**config.mk**
```make
export PLATFORM = sky130hd
export DESIGN_NAME = alu_arbiter_flat
export DESIGN_NICKNAME = d
export VERILOG_FILES = /design/src/rtl/alu_arbiter_if.sv /design/src/rtl/alu_arbiter.sv /design/src/flat_wrapper.sv
export SDC_FILE = /design/constraint.sdc
export NUM_CORES = 1
export LEC_CHECK = 0
export ABC_CLOCK_PERIOD_IN_PS = 1700
export BUFFER_PORTS_ARGS = -buffer_cell sky130_fd_sc_hd__buf_2
export CAP_MARGIN = 20
export CORE_ASPECT_RATIO = 1.5
export CORE_MARGIN = 2
export CORE_UTILIZATION = 30
export CTS_CLUSTER_SIZE = 20
export DETAILED_ROUTE_END_ITERATION = 10
export GPL_TIMING_DRIVEN = 0
export PLACE_DENSITY_LB_ADDON = 0.3
export SLEW_MARGIN = 20
export SYNTH_ARGS = -nofsm -noshare
export SYNTH_HDL_FRONTEND = slang
export SYNTH_SLANG_ARGS = --single-unit
```
**constraint.sdc**
```tcl
create_clock -name Clk -period 1.7 [get_ports Clk]
set_clock_uncertainty 0.2 [all_clocks]
set_input_delay 0.085 -clock Clk [delete_from_list [all_inputs] [get_ports Clk]]
set_output_delay 0.085 -clock Clk [all_outputs]
set_load 0.005 [all_outputs]
```
**src/rtl/alu_arbiter_if.sv**
```systemverilog
// Bus bundle between the two requesters, the shared ALU units and the arbiter.
// The arbiter takes the slave view; the requester/unit side takes the master view.
interface alu_arbiter_if #(
   parameter int WIDTH = 16
);
   logic             REQ0;
   logic             REQ1;
   logic [3:0]       FUN0;
   logic [3:0]       FUN1;
   logic [WIDTH-1:0] A0;
   logic [WIDTH-1:0] B0;
   logic [WIDTH-1:0] A1;
   logic [WIDTH-1:0] B1;
   logic [WIDTH-1:0] ALU_RES_IN;
   logic             ALU_FLAG_IN;
   logic [WIDTH-1:0] ALU_A;
   logic [WIDTH-1:0] ALU_B;
   logic [1:0]       ALU_FUN;
   logic             Arith_Enable;
   logic             Logic_Enable;
   logic             CMP_Enable;
   logic             SHIFT_Enable;
   logic             GNT0;
   logic             GNT1;
   logic             DONE0;
   logic             DONE1;
   logic [WIDTH-1:0] RES;
   logic             ERR;
   logic             BUSY;

   modport slave (
      input  REQ0, REQ1, FUN0, FUN1, A0, B0, A1, B1, ALU_RES_IN, ALU_FLAG_IN,
      output ALU_A, ALU_B, ALU_FUN, Arith_Enable, Logic_Enable, CMP_Enable,
             SHIFT_Enable, GNT0, GNT1, DONE0, DONE1, RES, ERR, BUSY
   );

   modport master (
      output REQ0, REQ1, FUN0, FUN1, A0, B0, A1, B1, ALU_RES_IN, ALU_FLAG_IN,
      input  ALU_A, ALU_B, ALU_FUN, Arith_Enable, Logic_Enable, CMP_Enable,
             SHIFT_Enable, GNT0, GNT1, DONE0, DONE1, RES, ERR, BUSY
   );
endinterface

```
**src/rtl/alu_arbiter.sv**
```systemverilog
// Two-requester round-robin arbiter in front of four shared ALU units.
// Each operation runs IDLE/RESP -> EXEC -> WAIT -> RESP; every output is registered.
module alu_arbiter #(
   parameter int WIDTH = 16
) (
   input logic         Clk,
   input logic         RST,
   alu_arbiter_if.slave bus
);

   typedef enum logic [1:0] {
      ST_IDLE,
      ST_EXEC,
      ST_WAIT,
      ST_RESP
   } state_t;

   state_t           state_q, state_d;
   logic             ptr_q, ptr_d;
   logic             owner_q, owner_d;
   logic             gnt0_q, gnt0_d;
   logic             gnt1_q, gnt1_d;
   logic             done0_q, done0_d;
   logic             done1_q, done1_d;
   logic [3:0]       en_q, en_d;
   logic [WIDTH-1:0] alu_a_q, alu_a_d;
   logic [WIDTH-1:0] alu_b_q, alu_b_d;
   logic [1:0]       alu_fun_q, alu_fun_d;
   logic [WIDTH-1:0] res_q, res_d;
   logic             err_q, err_d;
   logic             busy_q, busy_d;

   logic             any_req;
   logic             win1;
   logic [3:0]       win_fun;

   always_comb begin
      any_req = bus.REQ0 | bus.REQ1;
      // Contention is settled by the pointer; a lone request always wins.
      win1    = (bus.REQ0 & bus.REQ1) ? ptr_q : bus.REQ1;
      win_fun = win1 ? bus.FUN1 : bus.FUN0;
   end

   always_comb begin
      state_d   = state_q;
      ptr_d     = ptr_q;
      owner_d   = owner_q;
      gnt0_d    = 1'b0;
      gnt1_d    = 1'b0;
      done0_d   = 1'b0;
      done1_d   = 1'b0;
      en_d      = '0;
      alu_a_d   = alu_a_q;
      alu_b_d   = alu_b_q;
      alu_fun_d = alu_fun_q;
      res_d     = res_q;
      err_d     = err_q;

      case (state_q)
         ST_IDLE, ST_RESP: begin
            if (any_req) begin
               state_d   = ST_EXEC;
               owner_d   = win1;
               ptr_d     = ~win1;
               gnt0_d    = ~win1;
               gnt1_d    = win1;
               alu_a_d   = win1 ? bus.A1 : bus.A0;
               alu_b_d   = win1 ? bus.B1 : bus.B0;
               alu_fun_d = win_fun[1:0];
               en_d      = 4'b0001 << win_fun[3:2];
            end else begin
               state_d = ST_IDLE;
            end
         end
         ST_EXEC: begin
            state_d = ST_WAIT;
         end
         ST_WAIT: begin
            state_d = ST_RESP;
            res_d   = bus.ALU_RES_IN;
            err_d   = ~bus.ALU_FLAG_IN;
            done0_d = ~owner_q;
            done1_d = owner_q;
         end
         default: begin
            state_d = ST_IDLE;
         end
      endcase

      busy_d = (state_d != ST_IDLE);
   end

   always_ff @(posedge Clk or negedge RST) begin
      if (!RST) begin
         state_q   <= ST_IDLE;
         ptr_q     <= 1'b0;
         owner_q   <= 1'b0;
         gnt0_q    <= 1'b0;
         gnt1_q    <= 1'b0;
         done0_q   <= 1'b0;
         done1_q   <= 1'b0;
         en_q      <= '0;
         alu_a_q   <= '0;
         alu_b_q   <= '0;
         alu_fun_q <= '0;
         res_q     <= '0;
         err_q     <= 1'b0;
         busy_q    <= 1'b0;
      end else begin
         state_q   <= state_d;
         ptr_q     <= ptr_d;
         owner_q   <= owner_d;
         gnt0_q    <= gnt0_d;
         gnt1_q    <= gnt1_d;
         done0_q   <= done0_d;
         done1_q   <= done1_d;
         en_q      <= en_d;
         alu_a_q   <= alu_a_d;
         alu_b_q   <= alu_b_d;
         alu_fun_q <= alu_fun_d;
         res_q     <= res_d;
         err_q     <= err_d;
         busy_q    <= busy_d;
      end
   end

   assign bus.ALU_A        = alu_a_q;
   assign bus.ALU_B        = alu_b_q;
   assign bus.ALU_FUN      = alu_fun_q;
   assign bus.Arith_Enable = en_q[0];
   assign bus.Logic_Enable = en_q[1];
   assign bus.CMP_Enable   = en_q[2];
   assign bus.SHIFT_Enable = en_q[3];
   assign bus.GNT0         = gnt0_q;
   assign bus.GNT1         = gnt1_q;
   assign bus.DONE0        = done0_q;
   assign bus.DONE1        = done1_q;
   assign bus.RES          = res_q;
   assign bus.ERR          = err_q;
   assign bus.BUSY         = busy_q;

endmodule

```
**src/flat_wrapper.sv**
```systemverilog
// flat-port wrapper written by rule: the top's interface ports become plain ports
module alu_arbiter_flat 
#(
   parameter int WIDTH = 16
)
  (Clk, RST, bus_REQ0, bus_REQ1, bus_FUN0, bus_FUN1, bus_A0, bus_B0, bus_A1, bus_B1, bus_ALU_RES_IN, bus_ALU_FLAG_IN, bus_ALU_A, bus_ALU_B, bus_ALU_FUN, bus_Arith_Enable, bus_Logic_Enable, bus_CMP_Enable, bus_SHIFT_Enable, bus_GNT0, bus_GNT1, bus_DONE0, bus_DONE1, bus_RES, bus_ERR, bus_BUSY);
  alu_arbiter_if #(.WIDTH(WIDTH)) bus_i ();
  input logic Clk;
  input logic RST;
  input wire logic [$bits(bus_i.REQ0)-1:0] bus_REQ0;
  input wire logic [$bits(bus_i.REQ1)-1:0] bus_REQ1;
  input wire logic [$bits(bus_i.FUN0)-1:0] bus_FUN0;
  input wire logic [$bits(bus_i.FUN1)-1:0] bus_FUN1;
  input wire logic [$bits(bus_i.A0)-1:0] bus_A0;
  input wire logic [$bits(bus_i.B0)-1:0] bus_B0;
  input wire logic [$bits(bus_i.A1)-1:0] bus_A1;
  input wire logic [$bits(bus_i.B1)-1:0] bus_B1;
  input wire logic [$bits(bus_i.ALU_RES_IN)-1:0] bus_ALU_RES_IN;
  input wire logic [$bits(bus_i.ALU_FLAG_IN)-1:0] bus_ALU_FLAG_IN;
  output wire logic [$bits(bus_i.ALU_A)-1:0] bus_ALU_A;
  output wire logic [$bits(bus_i.ALU_B)-1:0] bus_ALU_B;
  output wire logic [$bits(bus_i.ALU_FUN)-1:0] bus_ALU_FUN;
  output wire logic [$bits(bus_i.Arith_Enable)-1:0] bus_Arith_Enable;
  output wire logic [$bits(bus_i.Logic_Enable)-1:0] bus_Logic_Enable;
  output wire logic [$bits(bus_i.CMP_Enable)-1:0] bus_CMP_Enable;
  output wire logic [$bits(bus_i.SHIFT_Enable)-1:0] bus_SHIFT_Enable;
  output wire logic [$bits(bus_i.GNT0)-1:0] bus_GNT0;
  output wire logic [$bits(bus_i.GNT1)-1:0] bus_GNT1;
  output wire logic [$bits(bus_i.DONE0)-1:0] bus_DONE0;
  output wire logic [$bits(bus_i.DONE1)-1:0] bus_DONE1;
  output wire logic [$bits(bus_i.RES)-1:0] bus_RES;
  output wire logic [$bits(bus_i.ERR)-1:0] bus_ERR;
  output wire logic [$bits(bus_i.BUSY)-1:0] bus_BUSY;
  assign bus_i.REQ0 = bus_REQ0;
  assign bus_i.REQ1 = bus_REQ1;
  assign bus_i.FUN0 = bus_FUN0;
  assign bus_i.FUN1 = bus_FUN1;
  assign bus_i.A0 = bus_A0;
  assign bus_i.B0 = bus_B0;
  assign bus_i.A1 = bus_A1;
  assign bus_i.B1 = bus_B1;
  assign bus_i.ALU_RES_IN = bus_ALU_RES_IN;
  assign bus_i.ALU_FLAG_IN = bus_ALU_FLAG_IN;
  assign bus_ALU_A = bus_i.ALU_A;
  assign bus_ALU_B = bus_i.ALU_B;
  assign bus_ALU_FUN = bus_i.ALU_FUN;
  assign bus_Arith_Enable = bus_i.Arith_Enable;
  assign bus_Logic_Enable = bus_i.Logic_Enable;
  assign bus_CMP_Enable = bus_i.CMP_Enable;
  assign bus_SHIFT_Enable = bus_i.SHIFT_Enable;
  assign bus_GNT0 = bus_i.GNT0;
  assign bus_GNT1 = bus_i.GNT1;
  assign bus_DONE0 = bus_i.DONE0;
  assign bus_DONE1 = bus_i.DONE1;
  assign bus_RES = bus_i.RES;
  assign bus_ERR = bus_i.ERR;
  assign bus_BUSY = bus_i.BUSY;
  alu_arbiter #(.WIDTH(WIDTH)) u_core (.Clk(Clk), .RST(RST), .bus(bus_i));
endmodule
```
==> impl_metrics.py, run 1 <==
metrics = {
    "timing": {
        "finalCritPeriodShare": 1.00,
        "finalMaxSlewViolations": 0,
        "slew-limit-headroom": 0.385,
        "rsz0062_at_grt": "true",
        "setup_slack_ns": -0.00759,
        "fmax_mhz": 586,
        "min_period_ns": 1.71,
        "hold_viol": 0,
        "tightest_slew_ns": 0.922,
        "setup_viol": 2,
    },
    "worst_setup_path": {
        "end_kind": "flip-flop",
        "crit_required_ns": 1.70,
        "slowest_delay_ns": 0.39,
        "critPathBufInv": 2,
        "worst-path-max-fanout": 9,
        "arrival_ns": 1.71,
        "path_depth": 6,
        "crit_chain": "ha_4 -> nand2_1 -> a21oi_2 -> buf_4 -> buf_12 -> a221o_1",
        "start_kind": "flip-flop",
        "reg2regPathDepth": 6,
        "cpMaxStageDelayCell": "dfrtp_1",
        "critical-path-top-delay-family": "flip-flops",
        "path_class": "reg -> reg",
    },
    "finish": {
        "design_area_um2": 5170,
        "post_route_cells_drive_above_1_share": 0.496,
        "syn_to_final_growth_pct": 94.6,
        "final_core_util": 0.592,
        "antenna_cells": 0,
        "nets": 568,
    },
    "clock_network": {
        "cts.clk_slew.worst_paths_ns": 0.05,
        "cts_tree": "built",
        "numCtsBuffers": 9,
        "clock_sinks": 64,
        "htreeDepth": 3,
        "insertion_delay_ns": 0.32,
        "cts_root_buf": "clkbuf_16",
        "ctsLongestPathBuffers": 2,
    },
    "synth": {
        "syn_inst": 212,
        "synth_seq_cells": 64,
        "postSynthAreaPerCell_um2": 12.5,
        "yosys_warnings": 0,
        "syn-cell-area_um2": 2660,
        "yosysSeqAreaShare": 0.603,
        "yosys_most_used_dff": "dfrtp_1",
        "syn_nets": 306,
        "async_reset_ff_frac": 1.00,
        "synth_area_leaders": "dfrtp_1 60%, a221o_1 10%, mux2_2 6.8%",
        "synth.distinct_cells": 29,
        "synth.top_cell.area_share": 0.603,
        "synth_enable_flop_cells": 0,
        "synth_top_cell_by_area": "dfrtp_1",
    },
    "detailed_routing": {
        "viasPerCell": 4.83,
        "wl_per_cell_um": 15.6,
        "drt-initial-drc-count": 123,
        "drc": 0,
        "drtPass1Iterations": 4,
        "wl_um": 9160,
        "vias": 2838,
        "detail-route-antenna-nets": 0,
    },
    "place": {
        "place.gp.congestion": 0.775,
        "numPortBuffers": 152,
        "dpl-instance-area_um2": 3590,
        "dp_hpwl_um": 5270,
    },
    "floorplan": {
        "core_area_um2": 8720,
        "die_w_um": 80.8,
        "die_area_um2": 9630,
        "pin_count": 153,
        "die_y_um": 119,
        "start_util": 0.304,
        "row_count": 42,
    },
    "grt": {
        "grt_usage": 0.192,
        "antenna_found_initial": 0,
        "grt_pass1_vias": 3074,
        "grt_pass1_wl_um": 13800,
        "grt_overflow": 0,
        "grt_max_degree": 35,
    },
    "hold_path": {
        "hold_class": "in -> async",
    },
    "run_status": {
        "violations": "negative setup slack",
        "outcome": "finished, violations left",
    },
    "power": {
        "power.leakage_nw": 2.46,
        "p_per_area_nw_per_um2": 1750,
        "peakVddDrop_uv": 1030,
    },
    "flow_run": {
        "cap_violations": 0,
    },
}
final timing paths:
kind / startpoint / endpoint / slack (ns)
min in group Clk: bus_REQ1 / u_core.en_q[0]$_DFF_PN0_ / 0.05
worst min-delay path: RST / u_core.bus.ALU_A[2]$_DFFE_PN0P_ / 0.04
worst max register to register: u_core.state_q[1]$_DFF_PN0_ / u_core.bus.ALU_A[5]$_DFFE_PN0P_ / -0.008
max in group asynchronous: RST / u_core.bus.RES[13]$_DFFE_PN0P_ / 0.75
worst min register to register: u_core.owner_q$_DFFE_PN0P_ / u_core.bus.DONE0$_DFF_PN0_ / 0.24
worst max-delay path: u_core.state_q[1]$_DFF_PN0_ / u_core.bus.ALU_A[5]$_DFFE_PN0P_ / -0.008
per-layer routing:
metal / track usage / wire, um / up-vias
li1: - / - / 1305
met1: 0.197 / 3200 / 1316
met2: 0.327 / 4850 / 171
met3: 0.0326 / 575 / 46
met4: 0.160 / 540 / 0
met5: 0 / 0 / -
cell usage after synthesis, types with 4 or more instances:
| cell | n |
|---|---|
| nor2_1 | 8 |
| mux2_2 | 16 |
| inv_1 | 5 |
| and2_1 | 15 |
| o211ai_1 | 4 |
| o21ai_0 | 9 |
| a221o_1 | 27 |
| clkbuf_1 | 6 |
| a21oi_1 | 12 |
| buf_2 | 6 |
| dfrtp_1 | 64 |
| and2_0 | 13 |
| a31oi_1 | 7 |
worst reg2reg max path: stages (launching register included):
cell     delay, ns
dfrtp_1       0.39
ha_4          0.28
nand2_1       0.09
a21oi_2       0.04
buf_4         0.15
buf_12        0.13
a221o_1       0.30
per-stage QoR:
step / hold WS (ns) / setup WS (ns) / power (W) / setup TNS (ns) / std cells
after floorplan: -0.411 / 0.0379 / 0.00458 / 0 / 212
after global placement: 0.0778 / -0.199 / 0.00579 / -5.70 / 474
after detailed placement: -0.148 / -0.219 / 0.00588 / -6.38 / 475
after CTS: 0.0300 / -0.00956 / 0.00846 / -0.0479 / 587
after global routing: 0.0675 / -0.0706 / 0.00968 / -1.37 / 588
final: 0.0377 / -0.00759 / 0.00906 / -0.0104 / 588
kinds of logic after synthesis:
| logic type | synth area share |
|---|---|
| simple gates | 0.104 |
| fa+ha+maj | 0.00471 |
| compound gates | 0.180 |
| mux | 0.0679 |
| flops | 0.603 |
| buf+inv | 0.0410 |
what timing repair did:
action | in CTS | in global routing
buffers inserted | 4 | 1
endpoints found under the setup margin | 48 | 40
gates cloned | 1 | 1
hold buffers | 92 | 0
hold endpoints to repair | 120 | 0
gates resized for setup | 18 | 46
pin swaps | 0 | 9
power by group:
part	total, W	leakage, nW	switching [W]	internal (W)
Clock	0.00197	0.159	0.000622	0.00135
Sequential	0.00263	0.775	0.000346	0.00228
Combinational	0.00446	1.52	0.00192	0.00253
Total	0.00906	2.46	0.00289	0.00617
flip-flops by register name, indices dropped and copies added (netlist names):
| name | count |
|---|---|
| u_core.bus.ALU_A | 16 |
| u_core.bus.ALU_B | 16 |
| u_core.bus.RES | 16 |
| u_core.en_q | 4 |
| u_core.bus.ALU_FUN | 2 |
| u_core.state_q | 2 |
| u_core.bus.BUSY | 1 |
| u_core.bus.DONE0 | 1 |
| u_core.bus.DONE1 | 1 |
| u_core.bus.ERR | 1 |
| u_core.bus.GNT0 | 1 |
| u_core.bus.GNT1 | 1 |
| u_core.owner_q | 1 |
| u_core.ptr_q | 1 |
cells in the final DEF, fill, tap and decap left out, types with 2 or more instances in the layout:
| cell | count |
|---|---|
| a21o_1 | 2 |
| a21oi_1 | 2 |
| a21oi_2 | 10 |
| a221o_1 | 27 |
| a31oi_4 | 6 |
| and2_0 | 3 |
| and2_1 | 16 |
| and2_4 | 9 |
| buf_12 | 3 |
| buf_2 | 152 |
| buf_4 | 6 |
| buf_6 | 5 |
| buf_8 | 3 |
| bufinv_16 | 2 |
| clkbuf_1 | 3 |
| clkbuf_16 | 10 |
| clkbuf_8 | 3 |
| dfrtp_1 | 64 |
| dlygate4sd3_1 | 92 |
| inv_1 | 3 |
| inv_2 | 2 |
| mux2_2 | 16 |
| nand2_1 | 2 |
| nand4b_1 | 2 |
| nor2_1 | 8 |
| o211ai_1 | 4 |
| o21ai_0 | 9 |
area by class of cell:
| cell class | instances | area [um2] |
|---|---|---|
| inverter | 6 | 25.0 |
| timing repair buffer | 252 | 1810 |
| clock buffer | 12 | 256 |
| sequential | 64 | 1600 |
| tap | 110 | 138 |
| buffer | 15 | 140 |
| fill | 723 | 3560 |
| clock inverter | 3 | 65.1 |
| multi-input combinational | 126 | 1130 |
Power figures use the tool's default switching activity.
==> run 2, diff against run 1 <==
--- a/config.mk
+++ b/config.mk
@@ -14,7 +14,7 @@
 export CTS_CLUSTER_SIZE = 20
 export DETAILED_ROUTE_END_ITERATION = 10
 export GPL_TIMING_DRIVEN = 0
-export PLACE_DENSITY_LB_ADDON = 0.3
+export PLACE_DENSITY = 0.73
 export SLEW_MARGIN = 20
 export SYNTH_ARGS = -nofsm -noshare
 export SYNTH_HDL_FRONTEND = slang
==> impl_metrics.py, run 2 (same netlist as run 1, synthesis figures left out) <==
metrics = {
    "run_status": {
        "outcome": "finished, violations left",
        "violations": "negative setup slack",
    },
    "floorplan": {
        "die_area_um2": 9630,
        "pin_count": 153,
        "die_y_um": 119,
        "row_count": 42,
        "core_area_um2": 8720,
        "die_w_um": 80.8,
        "start_util": 0.304,
    },
    "place": {
        "dp_hpwl_um": 5300,
        "dp_worst_setup_slack_ns": -0.289,
        "place.gp.congestion": 0.721,
        "numPortBuffers": 152,
    },
    "flow_run": {
        "cap_violations": 0,
    },
    "grt": {
        "antenna_found_initial": 0,
        "grt_max_degree": 56,
        "grt_pass1_wl_um": 15200,
        "grt_overflow": 0,
        "grt_pass1_vias": 3084,
        "grt_usage": 0.211,
    },
    "timing": {
        "tightest_slew_ns": 0.655,
        "finalCritPeriodShare": 1.03,
        "hold_ws_ns": 0.0448,
        "setup_slack_ns": -0.0468,
        "finalMaxSlewViolations": 0,
        "hold_viol": 0,
        "slew-limit-headroom": 0.563,
        "min_period_ns": 1.75,
        "setup_viol": 21,
        "rsz0062_at_grt": "true",
        "fmax_mhz": 572,
    },
    "power": {
        "peakVddDrop_uv": 972,
        "p_per_area_nw_per_um2": 1810,
        "power.leakage_nw": 2.51,
        "finalPower_w": 0.00942,
    },
    "clock_network": {
        "cts_root_buf": "clkbuf_16",
        "ctsLongestPathBuffers": 2,
        "clock_sinks": 64,
        "htreeDepth": 3,
        "insertion_delay_ns": 0.33,
        "cts.clk_slew.worst_paths_ns": 0.05,
        "cts_tree": "built",
        "numCtsBuffers": 9,
    },
    "worst_setup_path": {
        "start_kind": "flip-flop",
        "path_depth": 5,
        "worst-path-max-fanout": 7,
        "slowest_delay_ns": 0.39,
        "reg2regPathDepth": 5,
        "reg2reg_from": "u_core.state_q[1]$_DFF_PN0_",
        "end_kind": "flip-flop",
        "critPathBufInv": 1,
        "arrival_ns": 1.76,
        "critical-path-top-delay-family": "flip-flops",
        "crit_chain": "ha_4 -> o21ai_4 -> clkbuf_8 -> and2_4 -> a221o_1",
        "cpMaxStageDelayCell": "dfrtp_1",
        "r2r_slack_ns": -0.05,
        "reg2reg_to": "u_core.bus.ALU_A[11]$_DFFE_PN0P_",
        "path_class": "reg -> reg",
        "crit_required_ns": 1.71,
    },
    "detailed_routing": {
        "detail-route-antenna-nets": 0,
        "viasPerCell": 4.89,
        "vias": 2902,
        "drt-initial-drc-count": 104,
        "drc": 0,
        "drtPass1Iterations": 4,
        "wl_per_cell_um": 17.0,
        "wl_um": 10100,
    },
    "hold_path": {
        "hold_class": "in -> reg",
        "worstHoldPathCells": 4,
        "min_from": "bus_REQ1",
        "min_to": "u_core.en_q[0]$_DFF_PN0_",
    },
    "finish": {
        "syn_to_final_growth_pct": 96.1,
        "antenna_cells": 0,
        "post_route_cells_drive_above_1_share": 0.516,
        "final_common_cell": "buf_2",
        "nets": 572,
        "final_cell_mix": "152 x buf_2, 93 x dlygate4sd3_1, 64 x dfrtp_1",
    },
}
==> run 2: report_power, final <==
group          internal (W)  switching, W
clock network       0.00143      0.000672
registers           0.00228      0.000389
logic               0.00269       0.00197
==> run 2: final cells by class <==
| cell class | count | area, um2 |
|---|---|---|
| inverters | 6 | 25.0 |
| flip-flops and latches | 64 | 1600 |
| clock buffers | 10 | 229 |
| repair buffers | 256 | 1850 |
| plain buffers | 15 | 148 |
| well taps | 110 | 138 |
| fillers | 692 | 3520 |
| clock inverters | 6 | 108 |
| multi-input cells | 126 | 1110 |
==> run 2: metrics by stage <==
stage / std cells / area [um2] / utilization / TNS, ns
3_3_place_gp: 474 / 3570 / 0.409 / -7.94
5_1_grt: 593 / 5210 / 0.597 / -2.59
2_1_floorplan: 212 / 2670 / - / 0
4_1_cts: 591 / 5050 / 0.579 / -0.518
3_5_place_dp: 475 / 3600 / 0.413 / -8.54
6_report: 593 / 5210 / 0.597 / -0.473
==> run 2: worst min-delay path: cells and delay by family <==
kind	cells	cell delay, ns
simple gates	1	0.13
buf+inv	2	0.27
compound gates	1	0.05
==> run 2: timing repair <==
item | in CTS | in global routing
setup buffers | 5 | 1
endpoints found under the setup margin | 48 | 36
endpoints found under the hold margin | 120 | 1
gates cloned | 3 | 1
hold buffers | 92 | 1
pin swaps | 31 | 11
gates resized for setup | 41 | 30
==> run 2: worst max-delay path by stage <==
| stage | endpoint | startpoint | slack (ns) |
|---|---|---|---|
| 2_1_floorplan | u_core.bus.ALU_A[10]$_DFFE_PN0P_ | u_core.state_q[0]$_DFF_PN0_ | 0.04 |
| 3_3_place_gp | u_core.bus.ALU_FUN[1]$_DFFE_PN0P_ | u_core.state_q[1]$_DFF_PN0_ | -0.26 |
| 3_5_place_dp | u_core.bus.ALU_FUN[0]$_DFFE_PN0P_ | u_core.state_q[0]$_DFF_PN0_ | -0.29 |
| 4_1_cts | u_core.bus.ALU_B[1]$_DFFE_PN0P_ | u_core.state_q[1]$_DFF_PN0_ | -0.04 |
| 5_1_grt | u_core.bus.ALU_B[1]$_DFFE_PN0P_ | u_core.state_q[1]$_DFF_PN0_ | -0.11 |
| 6_report | u_core.bus.ALU_A[11]$_DFFE_PN0P_ | u_core.state_q[1]$_DFF_PN0_ | -0.05 |
==> run 2: layer usage <==
layer  wire, um  global-route usage  vias up
met5          0                   0        -
li1           -                   -     1315
met4        283               0.101        0
met3        676              0.0591       28
met2       5500               0.383      174
met1       3630               0.215     1385
